`src/rtl/serial_frame_tx.sv`:
```
// Serial frame transmitter: start bit, 2-bit port (MSB first), length code (MSB first),
// len+1 payload bits (LSB first), then GAP_BITS idle-high periods.
// Advances only on clkEn edges; all outputs registered; start is ignored while busy.
module serial_frame_tx #(
  parameter int LEN_W    = 4,
  parameter int DATA_W   = 16,
  parameter int GAP_BITS = 2
) (
  input  logic              clk,
  input  logic              rst,
  input  logic              clkEn,
  input  logic              start,
  input  logic [1:0]        port_sel,
  input  logic [LEN_W-1:0]  len,
  input  logic [DATA_W-1:0] data,
  output logic              SerOut,
  output logic              busy,
  output logic              ready,
  output logic              done
);

  typedef enum logic [2:0] {
    S_IDLE,
    S_START,
    S_PORT,
    S_LEN,
    S_DATA,
    S_GAP
  } state_t;

  state_t             state_q, state_d;
  logic [LEN_W-1:0]   cnt_q, cnt_d;
  logic [1:0]         port_q, port_d;
  logic [LEN_W-1:0]   len_q, len_d;
  logic [DATA_W-1:0]  data_q, data_d;
  logic               ser_q, ser_d;
  logic               busy_q, busy_d;
  logic               ready_q, ready_d;
  logic               done_q, done_d;
  logic [LEN_W-1:0]   len_sh;

  // Next-state logic: the counter holds the number of bit periods left in the current field
  // after the one now on the line, so a zero count marks the field's final enabled edge.
  always_comb begin
    state_d = state_q;
    cnt_d   = cnt_q;
    port_d  = port_q;
    len_d   = len_q;
    data_d  = data_q;
    ser_d   = ser_q;
    busy_d  = busy_q;
    done_d  = 1'b0;
    len_sh  = len_q >> (cnt_q - 1'b1);
    if (clkEn) begin
      case (state_q)
        S_IDLE: begin
          if (start) begin
            port_d  = port_sel;
            len_d   = len;
            data_d  = data;
            ser_d   = 1'b0;
            busy_d  = 1'b1;
            state_d = S_START;
          end
        end
        S_START: begin
          ser_d   = port_q[1];
          cnt_d   = LEN_W'(1);
          state_d = S_PORT;
        end
        S_PORT: begin
          if (cnt_q == '0) begin
            ser_d   = len_q[LEN_W-1];
            cnt_d   = LEN_W'(LEN_W - 1);
            state_d = S_LEN;
          end else begin
            ser_d = port_q[0];
            cnt_d = cnt_q - 1'b1;
          end
        end
        S_LEN: begin
          if (cnt_q == '0) begin
            ser_d   = data_q[0];
            cnt_d   = len_q;
            state_d = S_DATA;
          end else begin
            ser_d = len_sh[0];
            cnt_d = cnt_q - 1'b1;
          end
        end
        S_DATA: begin
          // Shadow data shifts every payload edge so bit 0 is always the bit on the line.
          data_d = data_q >> 1;
          if (cnt_q == '0) begin
            ser_d   = 1'b1;
            cnt_d   = LEN_W'(GAP_BITS - 1);
            state_d = S_GAP;
          end else begin
            ser_d = data_q[1];
            cnt_d = cnt_q - 1'b1;
          end
        end
        S_GAP: begin
          if (cnt_q == '0) begin
            busy_d  = 1'b0;
            done_d  = 1'b1;
            state_d = S_IDLE;
          end else begin
            cnt_d = cnt_q - 1'b1;
          end
        end
        default: begin
          ser_d   = 1'b1;
          busy_d  = 1'b0;
          state_d = S_IDLE;
        end
      endcase
    end
    ready_d = ~busy_d;
  end

  // State and output registers; reset forces the idle line immediately, even mid-frame.
  always_ff @(posedge clk or posedge rst) begin
    if (rst) begin
      state_q <= S_IDLE;
      cnt_q   <= '0;
      port_q  <= '0;
      len_q   <= '0;
      data_q  <= '0;
      ser_q   <= 1'b1;
      busy_q  <= 1'b0;
      ready_q <= 1'b1;
      done_q  <= 1'b0;
    end else begin
      state_q <= state_d;
      cnt_q   <= cnt_d;
      port_q  <= port_d;
      len_q   <= len_d;
      data_q  <= data_d;
      ser_q   <= ser_d;
      busy_q  <= busy_d;
      ready_q <= ready_d;
      done_q  <= done_d;
    end
  end

  assign SerOut = ser_q;
  assign busy   = busy_q;
  assign ready  = ready_q;
  assign done   = done_q;

endmodule
```
`config.mk`:
```
export PLATFORM = sky130hd
export DESIGN_NAME = serial_frame_tx
export DESIGN_NICKNAME = d
export VERILOG_FILES = /design/src/rtl/serial_frame_tx.sv
export SDC_FILE = /design/constraint.sdc
export NUM_CORES = 1
export LEC_CHECK = 0
export CAP_MARGIN = 10
export CORE_ASPECT_RATIO = 1.2
export CORE_MARGIN = 10
export CORE_UTILIZATION = 52
export CTS_CLUSTER_SIZE = 10
export DETAILED_ROUTE_END_ITERATION = 8
export DONT_BUFFER_PORTS = 1
export PLACE_DENSITY_LB_ADDON = 0.2
export SLEW_MARGIN = 20
export SYNTH_ARGS = -nofsm -noshare
export SYNTH_HDL_FRONTEND = slang
export SYNTH_SLANG_ARGS = --single-unit
```
`constraint.sdc`:
```
create_clock -name clk -period 2.22 [get_ports clk]
set_input_delay 0.444 -clock clk [delete_from_list [all_inputs] [get_ports clk]]
set_output_delay 0.444 -clock clk [all_outputs]
set_load 0.02 [all_outputs]
```
# [Word-level counts from Yosys, hierarchy flattened]
# Index checks and enable logic that the tools add are counted.
[word_totals] register_bits=33 inputBits=26 out_inout_bits=4 wordCells=59
[op_classes] addsub=1 n_eq_ne=11 n_shift=1 muxes=25 n_bitwise=2 n_reduce_logical=10
[op_table] cell="case mux 16 bit (2 select lines)" n=1
[op_table] cell="case mux 4 bit (5 select lines)" n=1
[op_table] cell="case mux 3 bit (6 select lines)" n=1
[op_table] cell="two-way mux 16 bit" n=1
[op_table] cell="two-way mux 4 bit" n=4
[op_table] cell="two-way mux 3 bit" n=5
[op_table] cell="inequality test 2 bit, second input constant" n=6
[op_table] cell="AND reduction 3 bit" n=4
[op_table] cell="two-way mux 1 bit" n=10
[op_table] cell="== test 3 x 2 -> 1 bit, second input constant" n=2
[op_table] cell="== test 3 bit, second input constant" n=2
[op_table] cell="case mux 1 bit (6 select lines)" n=1
[op_table] cell="AND reduction 6 bit" n=1
[op_table] cell="nonzero test 5 bit" n=1
[op_table] cell="zero test 4 bit" n=1
[op_table] cell="OR reduction 4 bit" n=1
[op_table] cell="right shift 4 x 4 -> 1 bit" n=1
[op_table] cell="subtractor 4 x 1 -> 4 bit, second input constant" n=1
[op_table] cell="== test 3 x 1 -> 1 bit, second input constant" n=1
[op_table] cell="zero test 3 bit" n=1
[op_table] cell="case mux 1 bit (3 select lines)" n=1
[op_table] cell="NOT 1 bit" n=2
[op_table] cell="nonzero test 2 bit" n=1

# [Depth between registers and ports, before layout]
# Gate-level depths: netlist (run 1).
[depth] depth_word=5 ltp_mapped=7 depth_no_buf=6

# [Least setup slack after synthesis (run 1)]
# Ideal clock, no wire load.
[synth_path] path_type="register to register" start="reg cnt_q[0]" end="reg cnt_q[2]" setup_ns=0.121 arrival_time_ns=1.538 t_required_ns=2.099 setup_slack_ns=0.561 stages_incl_launch_ff=8 n_path_buf=1 period_less_slack_ns=1.659 cell_sequence="dfrtp_1 > inv_1 > ha_1 > or3b_1 > buf_6 > o211ai_2 > nand3_1 > a22o_1"
[synth_between] elab_chain_cells=3 elab_cells_between_ends=9 cone_classes="add/sub (1); eq/ne (1); mux (5); reduce/logical (2)"
[synth_rtl] element="start, declared" line_no="32" rtl="logic [LEN_W-1:0] cnt_q, cnt_d;"
[synth_rtl] element="start signal, assigned" line_no="136" rtl="cnt_q <= cnt_d;"
[synth_rtl] element="subtractor 4 x 1 -> 4 bit / zero test 4 bit (equally long branches)"
[synth_rtl] element="two-way mux 4 bit (tied with other cells)" line_no="104" rtl="if (cnt_q == '0) begin"
[synth_rtl] element="case mux 4 bit (5 select lines) / AND reduction 3 bit (equally long branches)"
# Several ways; a longest one is shown, not always the timed one. The select of a mux whose other input is x is not followed.
# A chain may end at the register's enable or synchronous reset.

# [Worst setup path in the final report (run 1)]
# Same ends and word-level chain as after synthesis.

==> results of run 1 <==
[worst paths after layout]
path / end / slack, ns / depth (start not counted)
max reg2reg: cnt_q[2] / 0.36 / 6
min in group clk: len_q[1] / 0.30 / 1
min: data_q[2] / 0.14 / 2
min reg2reg: data_q[3] / 0.49 / 2
max in group asynchronous: SerOut / 1.75 / 2
max: cnt_q[2] / 0.36 / 6
[stage by stage]
stage | instances | setup WS, ns | hold slack [ns] | power [mW]
floorplan | 180 | 0.5606 | 0.4500 | 1.992
global placement | 209 | 0.4522 | 0.4475 | 2.148
detailed placement | 209 | 0.3666 | 0.4592 | 2.181
CTS | 217 | 0.3530 | 0.1517 | 2.687
global route | 217 | 0.2228 | 0.1641 | 2.886
finish | 217 | 0.3587 | 0.1356 | 2.666
[sequential cells by signal, summed over array words and instances (netlist names)]
register and flops:
busy 1, ready 1, done 1, data_q 16
cnt_q 4, len_q 4, SerOut 1, state_q 3
port_q 2
[cell type report]
class / instances / area [sq um]
Clock buffer: 7 / 96.34
Clock inverter: 1 / 5.005
Fill cell: 294 / 1434
Inverter: 7 / 26.28
Multi-Input combinational cell: 129 / 908.4
Sequential cell: 33 / 828.3
Tap cell: 37 / 46.29
Timing Repair Buffer: 3 / 22.52
[worst reg2reg max path: cells and delay by family, from the launching register on]
kind,cells,cell delay (ns)
AOI/OAI and AO/OA,2,0.40
adders and majority gates,1,0.19
buffers and inverters,1,0.14
DFF,1,0.42
and+or+nand+nor,2,0.61
[kinds of logic after synthesis]
group	share of synthesized area, %
compound gates	16.02
xor+xnor	0.9584
fa+ha+maj	2.738
buf+inv	5.339
flops	45.31
mux	13.76
simple gates	15.88
[where the power goes]
part	leakage (nW)	internal, mW	switching [mW]	total, mW
Clock	0.0542	0.280	0.216	0.496
Combinational	0.351	0.467	0.504	0.970
Sequential	0.407	0.884	0.316	1.20
[placed cells by master (no fill, tap or decap), drive strengths merged, types with 2 or more instances in the layout]
master / synthesis / routed
buf: 11 / 3
nand3b: 2 / 2
o21ai: 22 / 22
mux2: 7 / 7
nand3: 3 / 3
nand2b: 2 / 2
dfstp: 2 / 2
a21oi: 6 / 6
o221ai: 4 / 4
nand4: 2 / 2
a22o: 2 / 2
mux2i: 15 / 15
nor3: 5 / 5
dfrtp: 31 / 31
nand2: 21 / 21
inv: 7 / 7
clkbuf: 0 / 7
nor2b: 3 / 3
nor2: 12 / 12
ha: 4 / 4
[metal layers]
metal	track usage [%]	up-vias	part of all wire, %
met4	6.112	0	2.0
met3	3.963	7	5.2
met2	20.34	22	51
li1	-	642	-
met5	0	-	0
met1	14.80	624	42
==> summary.md, run 1 <==
| Metric | Value |
|---|---|
| Top cells by count, synth | dfrtp_1 (31), nand2_1 (21), o21ai_1 (18) |
| Placed inst area | 0.001832 sq mm |
| Area Overhead vs Synth | 5.749% |
| Max cap viols | 0 |
| Crit end category | flop |
| Routed vias | between 1000 and 1500 |
| First-pass GRT wire length | ~6400 um |
| Vias in the first global route | ~1300 |
| Worst Path Buf+Inv | 1 |
| Power density over the cells | 1379 mW/mm^2 |
| Crit path max fanout | 10 |
| Worst hold path type | input pin to async pin |
| IO Port Bufs | 0 |
| Ant diodes | 0 |
| Synth warn | 0 |
| # hold bufs at CTS | 0 |
| Post-synth EDFFs | 0 |
| Startpoint types | flop |
| Setup CP Type | flop to flop |
| Via density | a little under 6 |
| Reg-to-Reg Start | cnt_q[0] |
| Netlist cell types | 43 |
| DR pass1 iterations | 4 |
| DRC | 0 |
| Final GP Congestion | 0.8879 |
| Worst EP required | between 2 and 2.5 ns |
| Cell with the most instances after synthesis | dfrtp_1 |
| Post-Synthesis Cells | 180 |
| Final worst path period share | between 80% and 90% |
| Setup TNS | 0 ns |
| DRT Wirelength | 3779 um |
| CTS Buf Count | 5 |
| Ports | 30 |
| Max_slew headroom | 59.02% |
| Post-layout util | 57.41% |
| Core ar. | 0.003367 sq mm |
| Die ar. | 0.006297 sq mm |
| Clock transition at the registers of the reported paths | approximately 0.070 ns |
| Time the worst path needs with I/O delays and setup | roughly 1.9 ns |
| Top-area cell type share of the netlist area | 42.44% |
| Main area contributors after synthesis | dfrtp_1 (42%), mux2i_1 (8.2%), o21ai_1 (4.9%) |
| Largest net degree at the start of global routing | 34 |
| CTS tree | built |
| Sink Count | 33 |
| Synth Flop Type | dfrtp_1 |
| Top delay family on crit path | simple AND/OR/NAND/NOR gates |
| Status | complete, no violations |
| Design area | a little under 0.002 sq mm |
| Wire per inst | between 15 and 20 um |
| Leak pwr | approximately 0.81 nW |
| Synth Register Bits | 33 |
| Worst Tran Pin Value | 0.6147 ns |
| Final net count | 209 |
| Antenna-violating nets left | 0 |
| Tot GR Track Use | 12.70% |
| Row Count | 23 |
| DP HPWL | approximately 2800 um |
| Grt ovf | 0 |
| Final setup vio count | 0 |
| Die H | between 80 and 90 um |
| Fmax | 0.5373 GHz |
| Syn Area/Cell | a little over 10 sq um |
| Post-CTS Resized | 0 |
| VDD IR max | between 0.0007 and 0.0008 V |
| Critical Path Source | cnt_q[0] |
| CP max stage delay | between 0.5 and 0.6 ns |
| CTS root buffer | clkbuf_8 |
| Yosys top cell by area | dfrtp_1 |
| Critical Path AT | approximately 2.0 ns |
| Final Max Slew Viols | 0 |
| Initial drt markers | approximately 120 |
| Netlist Area Pre-Place | roughly 0.0018 sq mm |
| Clk_lat worst skew | 0.28 ns |
| H-tree depth | 2 |
| Proportion of layout cells with a drive suffix above 1 | approximately 17% |
| Fin. Hold Viols | 0 |
| Critical path's slowest cell | or3b_1 |
| Async SR Flop Fraction | between 90% and 100% |
| Synthesized Nets | 210 |
| Bufs on Longest Clock Path | 2 |
| Initial antenna violation count | 0 |
| Total setup buffers inserted after CTS | 0 |
| Unrepaired setup endpoints after global routing | false |
| Initial Util | 54.29% |
| Horiz. Die Dim | 74.13 um |
| CP Cell Sequence | inv_1 > ha_1 > or3b_1 > o211ai_2 > nand3_1 > a22o_1 |
| Seq/Total Area, Yosys | 45.31% |
| Clock Skews | slightly above 0.004 ns |
Power figures use the tool's default switching activity.
==> run 2, diff against run 1 <==
ABC_AREA = 1   (was default)
clock period = 1.5 ns   (was 2.22 ns; I/O delays follow)
==> run 2 against run 1 <==
Compared with the run above: final cell count increased by 37%; sequential power increased by 34%; routed wire length increased by 10%; critical path depth increased by 4; hold slack got worse by 0.034 ns; maximum frequency increased by 30%; critical endpoint is now SerOut; non-clock buffer count increased by 19.
==> summary.md, run 2 <==
| Metric | Value |
|---|---|
| Status | complete, no violations |
| Final setup vio count | 0 (unchanged) |
| VDD IR max | 0.001415 V (+90%) |
| Fin cells | 298 (+37%) |
| Wire per inst | 13.99 um (-20%) |
| Design area | 0.002222 sq mm (+15%) |
| Die H | 85.04 um (+0.11%) |
| Startpoint types | flop |
| Clock transition at the registers of the reported paths | 0.07 ns (about the same) |
| Fin. Hold Viols | 0 (unchanged) |
| CTS tree | built |
| Critical Path AT | 1.66 ns (-0.38 ns) |
| Vias in the first global route | 1551 (+15%) |
| Area Overhead vs Synth | 21.23% |
| Via density | 5.436 (-8.9%) |
| Final worst path period share | 95.57% (+12 points) |
| GR Util met1 | 15.44% (+0.64 points) |
| Top-area cell type share of the netlist area | 42.32% (-0.12 points) |
| Fmax | 0.6976 GHz (+30%) |
| Worst EP required | 1.72 ns (-0.68 ns) |
| Yosys top cell by area | dfrtp_1 |
| Met2 usage | 21.58% (+1.2 points) |
| DR pass1 iterations | 4 (unchanged) |
| Cell with the most instances after synthesis | nand2_1 |
| Die ar. | 0.006310 sq mm (+0.21%) |
| Critical path's slowest cell | dfrtp_1 |
| Worst Tran Pin Value | 0.4035 ns (-0.2111 ns) |
| WHS | 0.1013 ns (-0.03424 ns) |
| Worst Path Buf+Inv | 3 (+2) |
| Final GP Congestion | 0.8677 (-2.3%) |
| Max_slew headroom | 73.10% (+14 points) |
| Tot GR Track Use | 13.68% (+0.98 points) |
| Post-Synthesis Cells | 239 (+33%) |
| Largest net degree at the start of global routing | 34 (unchanged) |
| Routed vias | 1620 (+25%) |
| Horiz. Die Dim | 74.20 um (+0.10%) |
| Time the worst path needs with I/O delays and setup | 1.433 ns (-0.4278 ns) |
| CTS Buf Count | 5 (unchanged) |
| Seq/Total Area, Yosys | 45.19% (-0.12 points) |
| Bufs on Longest Clock Path | 2 (unchanged) |
| DP HPWL | 2931 um (+6.3%) |
| DRC | 0 (unchanged) |
| Core ar. | 0.003367 sq mm (unchanged) |
| CP most frequent cell | nand2_1 |
| Setup ws final | 0.06652 ns (-0.2922 ns) |
| Synthesized Nets | 269 (+28%) |
| Leak pwr | 1.056 nW (+30%) |
| Setup TNS | 0 ns (unchanged) |
| Power density over the cells | 2208 mW/mm^2 (+60%) |
| Initial Util | 54.44% (+0.15 points) |
| Placed inst area | 0.001984 sq mm (+8.3%) |
| Top reg by flops | data_q |
| Top delay family on crit path | flip-flops |
| Synth warn | 0 (unchanged) |
| First-pass GRT wire length | 6858 um (+7.5%) |
| CTS root buffer | clkbuf_8 |
| Syn Area/Cell | 7.669 sq um (-24%) |
| Initial antenna violation count | 0 (unchanged) |
| Proportion of layout cells with a drive suffix above 1 | 21.84% (+5.2 points) |
| Row Count | 23 (unchanged) |
| Most common cell after layout, fill and taps aside | nand2_1 |
| Async SR Flop Fraction | 100.0% (unchanged) |
| Initial drt markers | 82 (-32%) |
| Synth Flop Type | dfrtp_1 |
| M3 GR Usage | 5.828% (+1.9 points) |
| Placed insts | 283 (+35%) |
| Synth Register Bits | 33 (unchanged) |
| Commonest non-fill, non-tap cells in the layout | nand2_1 (55), inv_1 (35), dfrtp_1 (28), o21ai_1 (27), buf_4 (16) |
| Max cap viols | 0 (unchanged) |
| Ant diodes | 0 (unchanged) |
| Ports | 30 (unchanged) |
| Pre-CTS setup slack | -0.001011 ns (-0.3676 ns) |
| DRT Wirelength | 4169 um (+10%) |
| Clk_lat worst skew | 0.29 ns (about the same) |
| Post-synth EDFFs | 0 (unchanged) |
| IO Port Bufs | 0 (unchanged) |
| Final net count | 290 (+39%) |
| Grt ovf | 0 (unchanged) |
| Worst hold path type | input pin to flop |
| Sink Count | 33 (unchanged) |
| Top cells by count, synth | nand2_1 (56), inv_1 (37), dfrtp_1 (31) |
| Antenna-violating nets left | 0 (unchanged) |
| Crit end category | flop |
| Crit path max fanout | 7 (-3) |
| Max FFs per register | 16 (unchanged) |
| Final Max Slew Viols | 0 (unchanged) |
| # fillers | 284 (-3.4%) |
| Netlist Area Pre-Place | 0.001833 sq mm (+0.27%) |
| CP max stage delay | 0.39 ns (-0.14 ns) |
| H-tree depth | 2 (unchanged) |
| Global route hottest layer | met2 |
| Largest regs | data_q: 16 flops, cnt_q: 4 flops, len_q: 4 flops |
| Main area contributors after synthesis | dfrtp_1 (42%), nand2_1 (11%), inv_1 (7.6%) |
| Clock Skews | 0.007261 ns (+0.003147 ns) |
| Netlist cell types | 27 (-37%) |
| CP Cell Sequence | inv_2 > ha_4 > nand3_2 > buf_6 > buf_4 > nor2_4 > nand2_1 > nand2_1 > nor3_2 > a21oi_1 |
| Setup CP Type | flop to flop |
[run 2: stage by stage]
step / power (mW) / utilization, %
after global placement: 3.758 / 58.94
after global routing: 5.373 / 66.00
after floorplan: 3.142 / -
final: 4.906 / 66.00
after CTS: 4.574 / 62.32
after detailed placement: 3.802 / 58.94
[run 2: metal layers]
metal  share of wire (%)  wire (um)  vias up
met4                 2.9        122        0
met1                  40       1659      751
met5                   0          0        -
met2                  51       2118       38
li1                    -          -      821
met3                 6.4        268       10
[run 2: logic make-up (layout without fill, tap and decap cells)]
family          count (synthesis)  in the layout  synth area share, %
compound gates                 59             59                18.43
fa+ha+maj                       4              4                2.730
buf+inv                        48             70                10.65
flops                          33             33                45.19
mux                             2              2                1.229
simple gates                   93             93                21.77
[run 2: worst paths after layout]
path	from	endpoint	slack [ns]	cells past startpoint
max	cnt_q[0]	SerOut	0.07	10
min	clkEn	busy	0.10	1
max reg2reg	cnt_q[0]	SerOut	0.07	10
min reg2reg	port_q[1]	port_q[1]	0.52	1
max in group asynchronous	rst	ready	0.64	3
min in group asynchronous	rst	cnt_q[2]	0.54	3
[run 2: where the power goes]
part | switching (mW) | leakage (nW) | total, mW | internal [mW]
combinational | 1.45 | 0.609 | 2.55 | 1.11
sequential | 0.284 | 0.393 | 1.61 | 1.33
clock | 0.327 | 0.0542 | 0.741 | 0.415
[run 2: cell type report]
cell class	instances	area (sq um)	share of cell area (%)
Clock inverter	1	5.005	0.2252
Multi-Input combinational cell	158	879.6	39.58
Sequential cell	33	832.0	37.44
Timing Repair Buffer	22	212.7	9.572
Tap cell	37	46.29	2.083
Clock buffer	7	96.34	4.336
Inverter	40	150.1	6.757
[run 2: what timing repair did]
action / CTS / global route
setup buffers: 0 / 6
pin swaps: 0 / 7
setup endpoints to repair: 1 / 22
resized for setup: 1 / 20
hold buffers: 1 / 0
endpoints found under the hold margin: 31 / 0
[run 2: worst register-to-register path: cells and delay by family (launching register included)]
family	cells	cell delay, ns
and+or+nand+nor	5	0.31
DFF	1	0.39
adders and majority gates	1	0.14
AOI/OAI and AO/OA	1	0.14
buffers and inverters	3	0.38
==> run 3, diff against run 2 <==
MAX_ROUTING_LAYER = met4   (was default)
==> run 3 against run 2 <==
Compared with the run above: critical path type unchanged; flip-flop and latch count unchanged; final cell count unchanged; core utilization did not move; worst setup slack worse by 0.0027 ns; critical path depth unchanged; global-route usage rose by 0.38 points; register-to-register slack barely moved; clock skew shrank 0.00079 ns; die area unchanged; via count rose by 0.56%; clock power about the same; combinational power barely moved.
==> summary.md, run 3 (same netlist as run 2, synthesis figures left out) <==
| Metric | Value |
|---|---|
| Status | complete, no violations |
| Core ar. | 0.003367 sq mm (unchanged) |
| Largest regs | data_q: 16 flops, cnt_q: 4 flops, len_q: 4 flops |
| Initial antenna violation count | 0 (unchanged) |
| Final worst path period share | 95.75% (+0.18 points) |
| Most common cell after layout, fill and taps aside | nand2_1 |
| Area Overhead vs Synth | 21.23% (unchanged) |
| Post-layout util | 66.00% (unchanged) |
| Crit end category | flop |
| Crit path max fanout | 7 (unchanged) |
| Routed vias | 1629 (+0.56%) |
| Proportion of layout cells with a drive suffix above 1 | 21.84% (unchanged) |
| Final setup vio count | 0 (unchanged) |
| Final net count | 290 (unchanged) |
| Die H | 85.04 um (unchanged) |
| Final Max Slew Viols | 0 (unchanged) |
| Power density over the cells | 2210 mW/mm^2 (+0.10%) |
| Max_slew headroom | 73.10% (about the same) |
| Via density | 5.466 (+0.56%) |
| CTS root buffer | clkbuf_8 |
| Setup CP Type | flop to flop |
| CTS Buf Count | 5 (unchanged) |
| Setup ws final | 0.06378 ns (-0.002738 ns) |
| DP HPWL | 2931 um (unchanged) |
| Tot GR Track Use | 14.07% (+0.38 points) |
| Final GP Congestion | 0.8817 (+1.6%) |
| Sw power | 2.064 mW (+0.24%) |
| Pre-CTS setup slack | -0.001011 ns (unchanged) |
| Power Internal | 2.847 mW (about the same) |
| Top reg by flops | data_q |
| Die ar. | 0.006310 sq mm (unchanged) |
| Switch share | 42.03% (+0.056 points) |
| Initial drt markers | 91 (+11%) |
| DRT Wirelength | 4183 um (+0.34%) |
| Horiz. Die Dim | 74.20 um (unchanged) |
| Startpoint types | flop |
| Worst EP required | 1.72 ns (about the same) |
| Max FFs per register | 16 (unchanged) |
| H-tree depth | 2 (unchanged) |
| Ports | 30 (unchanged) |
| Combinational share of power | 52.1% (about the same) |
| Met2 usage | 21.58% (unchanged) |
| Clock Skews | 0.006473 ns (-0.0007882 ns) |
| Grt ovf | 0 (unchanged) |
| Total power | 4.912 mW (+0.10%) |
| IO Port Bufs | 0 (unchanged) |
| VDD IR max | 0.001415 V (about the same) |
| Leak pwr | 1.056 nW (unchanged) |
| Commonest non-fill, non-tap cells in the layout | nand2_1 (55), inv_1 (35), dfrtp_1 (28), o21ai_1 (27), buf_4 (16) |
| Wire per inst | 14.04 um (+0.34%) |
| Vias in the first global route | 1555 (+0.26%) |
| Time the worst path needs with I/O delays and setup | 1.436 ns (+0.002738 ns) |
| First-pass GRT wire length | 6872 um (+0.20%) |
| Row Count | 23 (unchanged) |
| Bufs on Longest Clock Path | 2 (unchanged) |
| Critical Path AT | 1.66 ns (about the same) |
| CTS tree | built |
| Worst Tran Pin Value | 0.4035 ns (-0.00001001 ns) |
| DR pass1 iterations | 4 (unchanged) |
| Max cap viols | 0 (unchanged) |
| Initial Util | 54.44% (unchanged) |
| M3 GR Usage | 5.594% (-0.23 points) |
| Clk_lat worst skew | 0.29 ns (about the same) |
| Footprint of the multi-input gates | 879.6 sq um (unchanged) |
| Antenna-violating nets left | 0 (unchanged) |
| Worst hold path type | input pin to flop |
| Placed insts | 283 (unchanged) |
| DRC | 0 (unchanged) |
| Fin cells | 298 (unchanged) |
| Clock transition at the registers of the reported paths | 0.07 ns (about the same) |
| Global route hottest layer | met2 |
| Largest net degree at the start of global routing | 34 (unchanged) |
| Ant diodes | 0 (unchanged) |
| Fmax | 0.6963 GHz (-0.19%) |
| FF/Latch Area | 832.0 sq um (unchanged) |
| Clock share of power | 15.1% (about the same) |
| Fin. Hold Viols | 0 (unchanged) |
| Sink Count | 33 (unchanged) |
| # fillers | 284 (unchanged) |
| Flop pwr share | 32.8% (about the same) |
| GR Util met1 | 15.58% (+0.14 points) |
| WHS | 0.1012 ns (-0.0001050 ns) |
-- run 3: power groups by stage --
stage,sequential [mW],combinational (mW),clock (mW)
after floorplan,1.56,1.58,0
after global placement,1.61,2.15,0
after detailed placement,1.62,2.18,0
after CTS,1.61,2.21,0.759
after global routing,1.66,2.92,0.788
final,1.61,2.56,0.740
-- run 3: routing by layer --
metal | vias to the layer above | routed length [um]
met5 | - | 0
met4 | 0 | 95
met3 | 8 | 264
met2 | 39 | 2125
met1 | 762 | 1698
li1 | 820 | -
-- run 3: worst paths after layout --
path | endpoint | depth (start not counted) | start | slack, ns
max | SerOut | 10 | cnt_q[0] | 0.06
min | busy | 1 | clkEn | 0.10
max reg2reg | SerOut | 10 | cnt_q[0] | 0.06
min reg2reg | data_q[11] | 2 | data_q[11] | 0.52
max in group asynchronous | ready | 3 | rst | 0.64
min in group asynchronous | cnt_q[2] | 3 | rst | 0.54
-- run 3: area by class of cell --
| type | count | share of cell area [%] |
|---|---|---|
| Clock buffer | 7 | 4.336 |
| Clock inverter | 1 | 0.2252 |
| Inverter | 40 | 6.757 |
| Multi-Input combinational cell | 158 | 39.58 |
| Sequential cell | 33 | 37.44 |
| Tap cell | 37 | 2.083 |
| Timing Repair Buffer | 22 | 9.572 |
-- run 3: what timing repair did --
item | 4_1_cts | 5_1_grt
hold buffers | 1 | 0
gates resized for setup | 1 | 20
buffers inserted | 0 | 6
endpoints found under the setup margin | 1 | 22
pin swaps | 0 | 7
hold endpoints to repair | 31 | 0
-- run 3: worst max-delay path, cell delays in order (launching register included) --
cell     delay [ns]
dfrtp_1        0.39
inv_2          0.09
ha_4           0.14
nand3_2        0.06
buf_6          0.14
buf_4          0.15
nor2_4         0.08
nand2_1        0.05
nand2_1        0.08
nor3_2         0.04
a21oi_1        0.14
-- run 3: stage by stage --
step                 TNS [ns]  area [sq um]
floorplan                   0          1833
global placement            0          1984
detailed placement  -0.001011          1984
CTS                         0          2098
global route         -0.04264          2222
finish                      0          2222
